===== config.mk =====
export PLATFORM = sky130hd
export DESIGN_NAME = pass_register
export DESIGN_NICKNAME = d
export VERILOG_FILES = /design/src/rtl/pass_register.sv
export SDC_FILE = /design/constraint.sdc
export NUM_CORES = 1
export LEC_CHECK = 0
export CORE_AREA = 2 2 75 77
export DETAILED_ROUTE_END_ITERATION = 16
export DIE_AREA = 0 0 77 79
export SLEW_MARGIN = 10
export SYNTH_ARGS = -nofsm -noshare
export SYNTH_HDL_FRONTEND = slang
export SYNTH_SLANG_ARGS = --single-unit

===== constraint.sdc =====
create_clock -name clk -period 1.4 [get_ports clk]
set_input_delay 0.42 -clock clk [delete_from_list [all_inputs] [get_ports clk]]
set_output_delay 0.42 -clock clk [all_outputs]
set_load 0.02 [all_outputs]

===== src/rtl/pass_register.sv =====
// pass_register
// Password entry and storage datapath for the combination lock.
// A two-flop synchroniser cleans the raw digit switches. Each pipo_shift
// strobe appends the synchronised digit to the entry register, up to DIGITS
// digits. pipo_load copies a full entry into the stored password, and
// pipo_reset clears the entry. pass_check reports a full entry that matches
// the stored password.
//
// Strobe semantics: pipo_shift, pipo_load and pipo_reset are single-cycle
// command strobes with no back-pressure. Each one is acted on at the rising
// edge where it is high. If several are high at the same edge, only the
// highest-priority one acts: pipo_reset > pipo_load > pipo_shift.
//
// Ports:
//   clk          system clock, rising edge
//   rst_n        synchronous active-low reset
//   digit_in     raw asynchronous digit switches (DIGIT_W bits)
//   pipo_shift   strobe: append digit_sync to the entry
//   pipo_load    strobe: copy a full entry into the stored password
//   pipo_reset   strobe: clear the entry
//   pass_check   registered: entry full and equal to the stored password
//   entry_count  number of digits currently in the entry (0..DIGITS)
//   entry_full   entry_count == DIGITS
//   load_done    one-cycle pulse after the stored password is updated
module pass_register #(
  parameter int DIGIT_W = 4,
  parameter int DIGITS = 4,
  parameter logic [DIGIT_W*DIGITS-1:0] DEFAULT_PASS = 16'h1234
) (
  input  logic               clk,
  input  logic               rst_n,
  input  logic [DIGIT_W-1:0] digit_in,
  input  logic               pipo_shift,
  input  logic               pipo_load,
  input  logic               pipo_reset,
  output logic               pass_check,
  output logic [2:0]         entry_count,
  output logic               entry_full,
  output logic               load_done
);

  localparam int ENTRY_W = DIGIT_W * DIGITS;
  localparam logic [2:0] FULL_COUNT = 3'(DIGITS);

  logic [DIGIT_W-1:0] digit_meta;
  logic [DIGIT_W-1:0] digit_sync;
  logic [ENTRY_W-1:0] entry;
  logic [ENTRY_W-1:0] stored;
  logic [ENTRY_W-1:0] entry_shifted;

  assign entry_full = (entry_count == FULL_COUNT);

  // The oldest digit moves towards the MS end, so the first-entered digit
  // ends up in the MS nibble once the entry is full.
  assign entry_shifted = (entry << DIGIT_W) | ENTRY_W'(digit_sync);

  always_ff @(posedge clk) begin
    if (!rst_n) begin
      digit_meta  <= '0;
      digit_sync  <= '0;
      entry       <= '0;
      entry_count <= '0;
      stored      <= DEFAULT_PASS;
      pass_check  <= 1'b0;
      load_done   <= 1'b0;
    end else begin
      digit_meta <= digit_in;
      digit_sync <= digit_meta;
      load_done  <= 1'b0;
      // Uses pre-edge entry/stored, so a clearing command shows up as a
      // drop of pass_check one cycle later.
      pass_check <= entry_full && (entry == stored);

      if (pipo_reset) begin
        entry       <= '0;
        entry_count <= '0;
      end else if (pipo_load) begin
        // A partial entry is never loaded; the strobe is then a no-op.
        if (entry_full) begin
          stored      <= entry;
          entry       <= '0;
          entry_count <= '0;
          load_done   <= 1'b1;
        end
      end else if (pipo_shift && !entry_full) begin
        entry       <= entry_shifted;
        entry_count <= entry_count + 3'd1;
      end
    end
  end

endmodule

==> key figures, run 1 <==
GRT
  – Initial antenna violation count: 0
  – Total grt overflow: 0
  – First-pass GRT wire length: between 6000 and 7000 um
  – Total track usage: 14.1%
  – Number of global-route vias before repair: between 1000 and 1500
  – Largest net degree at the start of global routing: 18

Finish
  – Final core utilization: 48.5%
  – Nets@finish: around 240
  – Final non-filler cell total: 303
  – Most frequent cells in the layout: 43 x dfxtp_1, 27 x nand2_1, 21 x buf_4
  – Area delta synth->final: 46.5%
  – Most common cell after layout, fill and taps aside: dfxtp_1
  – N_diodes: 0
  – Layout cell share with drive strength beyond 1: between 30% and 40%

Timing
  – RSZ-0062 raised after global routing: true
  – Min Clock Period, post-route: 1.57 ns
  – Max-slew violations: 0
  – Final Hold Viols: 0
  – Peak Freq: 638 MHz
  – Setup ws final: -0.167 ns
  – Worst slew pin tran: between 0.2 and 0.3 ns
  – # setup viols final: 33
  – Max_slew headroom: 82.7%
  – Fin crit share: 112%
  – Post-route clock skew: 0.0121 ns

Clock tree
  – Htree depth: 2
  – Clock slew at reported path FFs: approximately 0.080 ns
  – Clk_lat worst skew: just under 0.3 ns
  – Clock Root Buffer: clkbuf_8
  – Cts hold-fix bufs: 0
  – Max clock buf depth: 2
  – Num CTS Buffers: 5
  – Clk sinks: 45
  – CTS tree: built

Setup path
  – Critical-path top delay cell: dfxtp_4
  – WP buf/inv: 5
  – CP max stage delay: 0.35 ns
  – Most frequent CP cell: buf_6
  – Critical path arrival: 1.78 ns
  – Worst-path cell chain: inv_2, ha_4, nand2_4, buf_6, buf_6, nor3b_4, buf_6, clkbuf_16, nand2_2, a21boi_1
  – Startpoint types: flip-flop
  – Crit-path leading delay family: buffers and inverters
  – CP Data Required Time: 1.62 ns
  – Crit-path max FO: 4
  – Setup Crit Path Kind: flip-flop to flip-flop
  – Critical Path Sink Type: flip-flop

Yosys
  – Syn nets: 195
  – Post-synth ARST share: 0%
  – Yosys cell types: 28
  – Main synth FF type: dfxtp_1
  – Number of synthesized flops with an enable pin: 0
  – Seq cells post-synth: 45
  – Yosys Warn Count: 0
  – Mapped Area: about 0.0018 mm2
  – Gate Count Post-Synth: 184
  – Avg Cell Area, Syn: 9.59 um2
  – Sequential area share after synthesis: 51.0%

Route
  – DR DRC count: 0
  – Vias per cell: around 4.7
  – Vias: 1433
  – Post-DRT Antenna Nets: 0
  – Drt wl/cell: 13.4 um
  – Routed Wire Length: 4060 um
  – DRT iter0 DRCs: 52
  – Drt first pass iters: 4

Floorplan
  – Core Region: 0.00534 mm2
  – Initial Util: between 30% and 40%
  – Die span in y: about 79 um
  – Die Footprint: 0.00608 mm2
  – Chip Width: 77 um
  – Num rows: 27
  – Top-level I/O count: 15

Pwr
  – Maximum vdd ir drop: just under 0.0007 V
  – Leak pwr: 0.000997 uW
  – PwrDens: 928 mW/mm2

Placed design
  – Placed cell count: 280
  – IO buf count: 14
  – Hpwl dp: between 2000 and 2500 um
  – Placer Congestion: 0.700

Run status
  – Failing checks: negative setup slack
  – Outcome: complete, but fails checks

Min path
  – Worst Hold Class: flip-flop to flip-flop

Job
  – Maxcap violations: 0
[routing by layer]
layer | track usage, % | vias to the layer above | share of wire [%]
met5 | 0 | - | 0
met2 | 24.1 | 30 | 48
met4 | 6.61 | 0 | 1.4
li1 | - | 712 | -
met1 | 16.8 | 686 | 46
met3 | 3.41 | 5 | 4.3
[flip-flops by register name, summed over array words and instances, names as in the netlist]
signal       cells
pass_check       1
entry           16
stored          16
digit_meta       4
entry_count      3
load_done        1
digit_sync       4
[synth_stat cells, drive strengths merged, types with 2 or more instances]
| cell | n | area [um2] |
|---|---|---|
| a21boi | 11 | 82.6 |
| nand4 | 3 | 18.8 |
| nor2 | 18 | 67.6 |
| xnor2 | 12 | 105 |
| ha | 2 | 25.0 |
| mux2i | 2 | 32.5 |
| dfxtp | 45 | 901 |
| buf | 5 | 42.5 |
| a22oi | 17 | 128 |
| nand2 | 33 | 126 |
| nor4 | 2 | 12.5 |
| clkbuf | 4 | 15.0 |
| xor2 | 4 | 35.0 |
| inv | 3 | 11.3 |
| and2 | 10 | 62.6 |
| nand3 | 6 | 30.0 |
[path summary, 6_finish.rpt]
check / start / to / slack [ns] / cells past startpoint
hold reg to reg: digit_meta[2] / digit_sync[2] / 0.44 / 1
setup / recovery: entry_count[1] / stored[6] / -0.17 / 10
hold / removal: digit_meta[2] / digit_sync[2] / 0.44 / 1
setup reg to reg: entry_count[1] / stored[6] / -0.17 / 10
[cell type report]
| type | count | area (um2) |
|---|---|---|
| Timing Repair Buffer | 47 | 505 |
| Clock buffer | 6 | 72.6 |
| Inverter | 3 | 11.3 |
| Sequential cell | 45 | 908 |
| Clock inverter | 2 | 33.8 |
| Multi-Input combinational cell | 128 | 965 |
| Tap cell | 72 | 90.1 |
| Fill cell | 525 | 2750 |
[cell families after synthesis]
kind of cell	count (synthesis)	share of synthesized area, %
muxes	2	1.84
buffers and inverters	12	3.90
AOI/OAI and AO/OA	30	12.8
DFF	45	51.0
adders and majority gates	2	1.42
xor gates and xnor gates	16	7.94
and+or+nand+nor	77	21.1
[power by group]
part | internal [uW] | switching (uW)
clock network | 527 | 405
logic | 95.8 | 79.6
registers | 1290 | 5.10
total | 1910 | 490
[through the flow]
step                hold WS, ns  setup slack, ns  power [uW]  TNS (ns)  cell area, um2
finish                    0.440           -0.167        2400     -3.40            2590
global route              0.457           -0.228        2490     -5.81            2590
CTS                       0.443           -0.171        2450     -3.77            2510
detailed placement        0.423           -0.530        1440    -14.65            2180
global placement          0.414           -0.524        1440    -14.40            2180
floorplan                 0.412          -0.0146        1390   -0.0146            1840
[what timing repair did]
item / in CTS / in global routing
setup buffers: 9 / 4
endpoints found under the setup margin: 42 / 39
pin swaps: 7 / 12
hold endpoints to repair: 0 / 0
cloned: 4 / 2
gates resized for setup: 40 / 17
No activity file was read; power rests on OpenSTA's default activity.
==> inputs of run 2 (changes only) <==
--- a/config.mk
+++ b/config.mk
@@ -8,6 +8,7 @@
 export CORE_AREA = 2 2 75 77
 export DETAILED_ROUTE_END_ITERATION = 16
 export DIE_AREA = 0 0 77 79
+export RECOVER_POWER = 100
 export SLEW_MARGIN = 10
 export SYNTH_ARGS = -nofsm -noshare
 export SYNTH_HDL_FRONTEND = slang
==> run 2 against run 1 <==
Effect of this change:
- the run still ends with negative setup slack left
- combinational power is essentially flat
- die area unchanged
- clock power about the same
- final cell count unchanged
- worst setup slack worse by 0.0011 ns
- via count shrank 0.70%
- highest routed layer unchanged
- critical path depth is the same
- routed wire length up 0.12%
- sequential cell count stayed put
- first-iteration DRC count grew 9.6%
- critical endpoint unchanged
- register-to-register slack barely moved
- critical path type unchanged
- non-clock buffer count unchanged
==> key figures, run 2 (synthesis results as in run 1) <==
Timing
  – Final Hold Viols: 0
  – Setup ws final: -0.168 ns
  – Setup TNS: -3.46 ns
  – Worst slew pin tran: 0.260 ns
  – # setup viols final: 35
  – Post-route clock skew: 0.0122 ns
  – Max-slew violations: 0
  – Max_slew headroom: 82.3%
  – RSZ-0062 raised after global routing: true
  – Fin crit share: 112%
  – Min Clock Period, post-route: 1.57 ns
  – Peak Freq: 638 MHz

Clock tree
  – Max clock buf depth: 2
  – Clk_lat worst skew: roughly 0.29 ns
  – Num CTS Buffers: 5
  – Clock Root Buffer: clkbuf_8
  – Htree depth: 2
  – CTS tree: built
  – Clk sinks: 45
  – Clock slew at reported path FFs: approximately 0.080 ns

Route
  – Post-DRT Antenna Nets: 0
  – Vias: 1423
  – Vias per cell: 4.70
  – Routed Wire Length: 4060 um
  – Drt first pass iters: 4
  – DR DRC count: 0
  – DRT iter0 DRCs: 57
  – Drt wl/cell: 13.4 um

Min path
  – Hold EP: digit_sync[2]
  – Hold path depth: 1
  – Worst Hold Class: flip-flop to flip-flop
  – Hold_sp: digit_meta[2]

Pwr
  – Leak pwr: roughly 0.00099 uW
  – PwrDens: 928 mW/mm2
  – Maximum vdd ir drop: around 0.00068 V

Setup path
  – R2R Path Start: entry_count[1]
  – R2R setup slack: -0.17 ns
  – Setup Crit Path Kind: flip-flop to flip-flop
  – Worst flop-to-flop path endpoint: stored[6]
  – Critical Path Sink Type: flip-flop
  – Startpoint types: flip-flop
  – Crit-path max FO: 4
  – R2R depth: 10
  – CP Data Required Time: 1.62 ns
  – Critical path arrival: 1.79 ns

Placed design
  – Hpwl dp: 2300 um
  – Placer Congestion: 0.700
  – IO buf count: 14
  – Pre-CTS WS: -0.530 ns

Finish
  – Nets@finish: 241
  – Layout cell share with drive strength beyond 1: between 30% and 40%
  – Most frequent cells in the layout: 43 x dfxtp_1, 27 x nand2_1, 20 x buf_4
  – Area of the multi-input gates: 965 um2
  – Fillers: approximately 530
  – Most common cell after layout, fill and taps aside: dfxtp_1
  – Register area: 908 um2
  – Area delta synth->final: 46.4%
  – N_diodes: 0
  – Biggest regs: entry: 16 flops, stored: 16 flops

Floorplan
  – Num rows: 27
  – Chip Width: 77 um
  – Die span in y: 79 um
  – Die Footprint: 0.00608 mm2
  – Initial Util: roughly a third
  – Top-level I/O count: 15
  – Core Region: 0.00534 mm2

GRT
  – Number of global-route vias before repair: 1421
  – Largest net degree at the start of global routing: 18
  – Total grt overflow: 0
  – Initial antenna violation count: 0
  – First-pass GRT wire length: 6730 um
  – Total track usage: 14.1%

Job
  – Maxcap violations: 0

Run status
  – Failing checks: negative setup slack
  – Outcome: complete, but fails checks
run 2: metrics by stage:
| stage | total power, uW | utilization (%) | hold WS, ns | instances | instance area [um2] |
|---|---|---|---|---|---|
| final | 2400 | 48.4 | 0.440 | 303 | 2580 |
| after global routing | 2490 | 48.4 | 0.457 | 303 | 2580 |
| after CTS | 2450 | 47.0 | 0.443 | 301 | 2510 |
| after detailed placement | 1440 | 40.8 | 0.423 | 280 | 2180 |
| after global placement | 1440 | 40.8 | 0.414 | 280 | 2180 |
| after floorplan | 1390 | - | 0.412 | 184 | 1840 |
run 2: worst max-delay path by stage:
stage,slack (ns),from,endpoint,depth (start not counted)
floorplan,-0.01,entry_count[0],entry_count[0],7
global placement,-0.52,pipo_load,entry_count[0],5
detailed placement,-0.53,pipo_load,entry_count[0],5
CTS,-0.17,entry_count[0],entry_count[0],10
global route,-0.23,entry_count[1],stored[6],10
finish,-0.17,entry_count[1],stored[6],10
run 2: timing repair:
action / in CTS / in global routing
hold buffers: 0 / 0
setup endpoints to repair: 42 / 39
gates cloned: 4 / 2
buffers inserted: 9 / 4
gates resized for setup: 40 / 17
pin swaps: 7 / 12
run 2: routing by layer:
layer  global-route usage [%]  part of all wire (%)  vias to the layer above  routed length [um]
met5                        0                     0                        -                   0
met4                     6.61                   2.0                        0                  82
met3                     3.41                   3.2                        7                 129
met2                     24.1                    48                       22                1960
met1                     16.8                    47                      682                1890
li1                         -                     -                      712                   -
run 2: final cells by class:
type,instances,area share [%]
multi-input combinational,128,37.3
sequential,45,35.2
timing repair buffer,47,19.5
tap,72,3.49
clock buffer,6,2.81
clock inverter,2,1.31
inverter,3,0.436
run 2: report_power, final:
part           internal (uW)  switching, uW  leakage, uW  total (uW)
combinational           94.2           79.7     0.000576         174
sequential              1290           5.07     0.000366        1290
clock                    527            405    0.0000528         931
run 2: worst max-delay path, stage by stage, from the launching register on:
cell	delay, ns
dfxtp_4	0.35
inv_2	0.06
ha_4	0.14
nand2_4	0.05
buf_6	0.13
buf_6	0.11
nor3b_4	0.19
buf_6	0.15
clkbuf_16	0.14
nand2_2	0.04
a21boi_1	0.13
==> inputs of run 3 (changes only) <==
--- a/config.mk
+++ b/config.mk
@@ -5,10 +5,10 @@
 export SDC_FILE = /design/constraint.sdc
 export NUM_CORES = 1
 export LEC_CHECK = 0
-export CORE_AREA = 2 2 75 77
+export CORE_AREA = 3 3 76 78
 export DETAILED_ROUTE_END_ITERATION = 16
-export DIE_AREA = 0 0 77 79
-export RECOVER_POWER = 100
+export DIE_AREA = 0 0 79 81
+export RECOVER_POWER = 50
 export SLEW_MARGIN = 10
 export SYNTH_ARGS = -nofsm -noshare
 export SYNTH_HDL_FRONTEND = slang
==> run 3 against run 2 <==
Effect of this change:
- the run still ends with negative setup slack left
- sequential share of layout area grew 2.2 points
- first-iteration DRC count is 5.3% lower
- critical path depth shrank 5
- final cell count down 3.6%
- sequential cell count unchanged
- via count fell by 3.1%
- worst setup slack better by 0.081 ns
- critical endpoint is now entry_full
==> key figures, run 3 (synthesis results as in run 1) <==
Finish
  – Layout cell share with drive strength beyond 1: between 30 and 40%
  – Biggest regs: entry: 16 flops, stored: 16 flops
  – Area delta synth->final: 37.8%
  – Most common cell after layout, fill and taps aside: dfxtp_1
  – Most frequent cells in the layout: 42 x dfxtp_1, 32 x nand2_1, 18 x nor2_1
  – N_diodes: 0
  – Final non-filler cell total: slightly below 300
  – Nets@finish: 232

Timing
  – Fin crit share: 106%
  – Setup ws final: -0.0864 ns
  – Peak Freq: roughly 670 MHz
  – Min Clock Period, post-route: roughly 1.5 ns
  – Post-route clock skew: around 0.0040 ns
  – Max_slew headroom: 82.7%
  – Final Hold Viols: 0
  – RSZ-0062 raised after global routing: true
  – # setup viols final: 36
  – Hold slack: 0.437 ns
  – Max-slew violations: 0
  – Worst slew pin tran: 0.258 ns

GRT
  – Largest net degree at the start of global routing: 26
  – Total grt overflow: 0
  – Initial antenna violation count: 0
  – First-pass GRT wire length: 6350 um
  – Total track usage: about an eighth
  – Number of global-route vias before repair: 1319

Clock tree
  – Cts hold-fix bufs: 0
  – Clock Root Buffer: clkbuf_8
  – Num CTS Buffers: 5
  – Clk_lat worst skew: between 0.2 and 0.3 ns
  – Htree depth: 2
  – Clock slew at reported path FFs: ~0.080 ns
  – CTS tree: built
  – Clk sinks: 45
  – Max clock buf depth: 2

Setup path
  – CP max stage delay: ~0.36 ns
  – Crit-path leading delay family: flip-flops
  – CP Data Required Time: 0.98 ns
  – Startpoint types: flip-flop
  – R2R Path Start: entry_count[0]
  – Setup Crit Path Kind: flip-flop to output pin
  – Critical path arrival: 1.07 ns
  – Crit-path max FO: 2
  – Critical Path Sink Type: output pin
  – Critical-path top delay cell: dfxtp_4
  – Worst-path cell chain: inv_4, ha_4, nand2_4, inv_2, buf_6
  – WP buf/inv: 3
  – CP startpoint: entry_count[0]

Placed design
  – Hpwl dp: 2300 um
  – IO buf count: 14
  – Placed cell count: between 200 and 300
  – Placer Congestion: between 0.7 and 0.8

Pwr
  – PwrDens: 908 mW/mm2
  – Leak pwr: 0.000903 uW
  – Maximum vdd ir drop: ~0.00038 V
  – P_int: 1710 uW
  – Sw power: 497 uW
  – Seq pwr share: between 50 and 60%
  – Comb power frac: under 10%
  – Fraction of power spent switching nets: 22.5%
  – Clock power frac: 34.1%

Route
  – DRT iter0 DRCs: 54
  – Post-DRT Antenna Nets: 0
  – Drt first pass iters: 4
  – Drt wl/cell: ~13 um
  – DR DRC count: 0
  – Routed Wire Length: 3790 um
  – Vias: approximately 1400
  – Vias per cell: 4.72

Floorplan
  – Chip Width: 79 um
  – Top-level I/O count: 15
  – Die span in y: 81 um
  – Initial Util: 34.3%
  – Die Footprint: 0.00640 mm2
  – Num rows: 26
  – Core Region: about 0.0051 mm2

Min path
  – Hold_sp: digit_meta[1]
  – Worst Hold Class: flip-flop to flip-flop

Run status
  – Failing checks: negative setup slack
  – Outcome: complete, but fails checks

Job
  – Maxcap violations: 0
## run 3: cell types whose count changed in the layout (fill, tap and decap cells not counted), sizes merged
| cell | before | now |
|---|---|---|
| dlygate4sd3 | 1 | 0 |
| buf | 31 | 27 |
| clkinv | 1 | 3 |
| clkdlybuf4s15 | 0 | 3 |
| bufinv | 1 | 0 |
| dlymetal6s2s | 0 | 1 |
| clkdlybuf4s50 | 6 | 7 |
| dlygate4sd2 | 4 | 0 |
| clkbuf | 11 | 5 |
## run 3: power by group through the flow
stage	combinational [uW]	sequential, uW	clock, uW
3_5_place_dp	115	1320	0
3_3_place_gp	115	1320	0
6_report	163	1290	753
2_1_floorplan	68.3	1320	0
5_1_grt	174	1300	856
4_1_cts	170	1290	784
## run 3: worst register-to-register path: stages (launching register included)
cell and delay, ns:
dfxtp_4 0.36, inv_4 0.05, ha_4 0.14, nand2_4 0.05
buf_6 0.12, buf_6 0.12, nor3b_4 0.21, buf_12 0.18
nand2_1 0.07, a21boi_1 0.11
## run 3: repair_timing
action | CTS | global route
endpoints found under the setup margin | 36 | 40
buffers inserted | 7 | 1
pin swaps | 3 | 11
cloned | 3 | 0
resized for setup | 42 | 11
## run 3: path summary, 6_finish.rpt
kind	cells after the start	endpoint	slack, ns
worst max-delay path	5	entry_full	-0.09
worst min-delay path	1	digit_sync[1]	0.44
worst max register to register	9	stored[15]	-0.07
worst min register to register	1	digit_sync[1]	0.44
## run 3: metal layers
metal	track usage [%]	vias up	share of wire, %
met5	0	-	0
met4	5.15	0	1.1
met3	3.99	5	3.7
met2	20.7	21	47
met1	16.6	665	48
li1	-	688	-
## run 3: cell type report
type	instances	area, um2
clock buffers	5	68.8
clock inverters	3	12.5
fillers	522	2710
inverters	3	13.8
multi-input cells	128	942
flip-flops and latches	45	910
well taps	70	87.6
repair buffers	38	399
## run 3: metrics by stage
step	setup TNS (ns)	setup WS [ns]	cell area [um2]	total power [uW]	util, %
floorplan	-0.0146	-0.0146	1840	1390	-
detailed placement	-14.99	-0.545	2150	1440	41.9
finish	-1.34	-0.0864	2430	2210	47.3
global route	-4.32	-0.173	2430	2330	47.3
CTS	-3.13	-0.154	2420	2250	47.2
global placement	-14.68	-0.537	2150	1440	41.9
==> RTL edit (settings of run 1) <==
Register the output `entry_count` once more, cleared by the reset; this adds one clock of latency there. The other outputs are not delayed to match.
--- a/src/rtl/pass_register.sv
+++ b/src/rtl/pass_register.sv
@@ -42,13 +42,15 @@
   localparam int ENTRY_W = DIGIT_W * DIGITS;
   localparam logic [2:0] FULL_COUNT = 3'(DIGITS);
 
+  logic [2:0] entry_count_s0;
+
   logic [DIGIT_W-1:0] digit_meta;
   logic [DIGIT_W-1:0] digit_sync;
   logic [ENTRY_W-1:0] entry;
   logic [ENTRY_W-1:0] stored;
   logic [ENTRY_W-1:0] entry_shifted;
 
-  assign entry_full = (entry_count == FULL_COUNT);
+  assign entry_full = (entry_count_s0 == FULL_COUNT);
 
   // The oldest digit moves towards the MS end, so the first-entered digit
   // ends up in the MS nibble once the entry is full.
@@ -59,7 +61,7 @@
       digit_meta  <= '0;
       digit_sync  <= '0;
       entry       <= '0;
-      entry_count <= '0;
+      entry_count_s0 <= '0;
       stored      <= DEFAULT_PASS;
       pass_check  <= 1'b0;
       load_done   <= 1'b0;
@@ -73,20 +75,28 @@
 
       if (pipo_reset) begin
         entry       <= '0;
-        entry_count <= '0;
+        entry_count_s0 <= '0;
       end else if (pipo_load) begin
         // A partial entry is never loaded; the strobe is then a no-op.
         if (entry_full) begin
           stored      <= entry;
           entry       <= '0;
-          entry_count <= '0;
+          entry_count_s0 <= '0;
           load_done   <= 1'b1;
         end
       end else if (pipo_shift && !entry_full) begin
         entry       <= entry_shifted;
-        entry_count <= entry_count + 3'd1;
+        entry_count_s0 <= entry_count_s0 + 3'd1;
       end
     end
   end
 
+  always_ff @(posedge clk) begin
+    if (!rst_n) begin
+      entry_count <= '0;
+    end else begin
+      entry_count <= entry_count_s0;
+    end
+  end
+
 endmodule
Behaviour: not the same (Yosys sat finds a counterexample within 4 cycles, from zero or initial values and one cycle with rst_n low).
==> RTL edit against run 1 <==
The run still ends with negative setup slack left; final area rose by 3.7%; count of clock-buffer cells in the layout is 1 higher; utilization rose by 1.8 points; setup slack got worse by 28 ps; synthesized area rose by 6.2%; sequential cell count up 3; cell count up 1.3%; clock skew fell by 3.6 ps; critical path depth decreased by 6; wire length grew 7.8%; total power is 1.2% lower; largest power group unchanged; highest routed layer unchanged.
==> RTL edit: results (changes against run 1) <==
* Outcome: finished, violations left
* Failing checks: negative setup slack
* Net Count, Synth at 206 (+5.6%)
* GRT Total Usage at 0.147 (+0.00614)
* Final worst setup slack at -194 ps (-27.7 ps)
* Initial drt markers at 47 (-9.6%)
* M1 GR Usage at 0.181 (+0.0136)
* Final Setup Violations at 37 (+12%)
* GP Congestion at 0.794 (+13%)
* Met3 WL post-DR at 153 um (-13%)
* Number of setup buffers added after CTS at 6 (-3)
* Register area share after synthesis at 0.512 (+0.00207)
* Delay-heaviest family, CP: flip-flops
* Final setup TNS at -4610 ps (-1210 ps)
* Routed len/inst at 14.2 um (+6.4%)
* Metal1 wirelength at 1900 um (+1.7%)
* DPL Wire Length at 2250 um (-1.8%)
* Final non-filler cell total at 307 (+1.3%)
* Post_cts resized at 46 (+15%)
* Arr. time, crit path at 1170 ps (-610 ps)
* Logic gate share of total power at 0.080 (+0.007)
* Fill cells at 506 (-3.6%)
* Max IR drop VDD at 0.700 mV (+3.4%)
* Sw Ratio at 0.222 (+0.0184)
* Placed standard-cell area at 2200 um^2 (+0.80%)
[RTL edit: logic make-up after synthesis]
logic type | count (synthesis) | share of synthesized area
multiplexers | 1 | 0.00534
adder cells (fa/ha/maj) | 2 | 0.0133
flip-flops | 48 | 0.512
XOR/XNOR | 16 | 0.0747
buffers and inverters | 14 | 0.0527
AO/OA/AOI/OAI | 31 | 0.132
AND/OR/NAND/NOR | 83 | 0.209
[RTL edit: final cells by class]
type,count,area (um^2),area share
clock buffers,7,76.3,0.0285
clock inverters,1,8.76,0.00327
inverters,2,7.51,0.00280
multi-input cells,133,1000,0.375
flip-flops and latches,48,965,0.360
well taps,72,90.1,0.0336
repair buffers,44,529,0.197
[RTL edit: final timing paths]
path	slack, ps	depth (start not counted)	start	end
max reg2reg	-190	8	entry_count_s0[1]	load_done
max	-190	4	entry_count_s0[1]	entry_full
min reg2reg	440	1	digit_meta[0]	digit_sync[0]
min	440	1	digit_meta[0]	digit_sync[0]
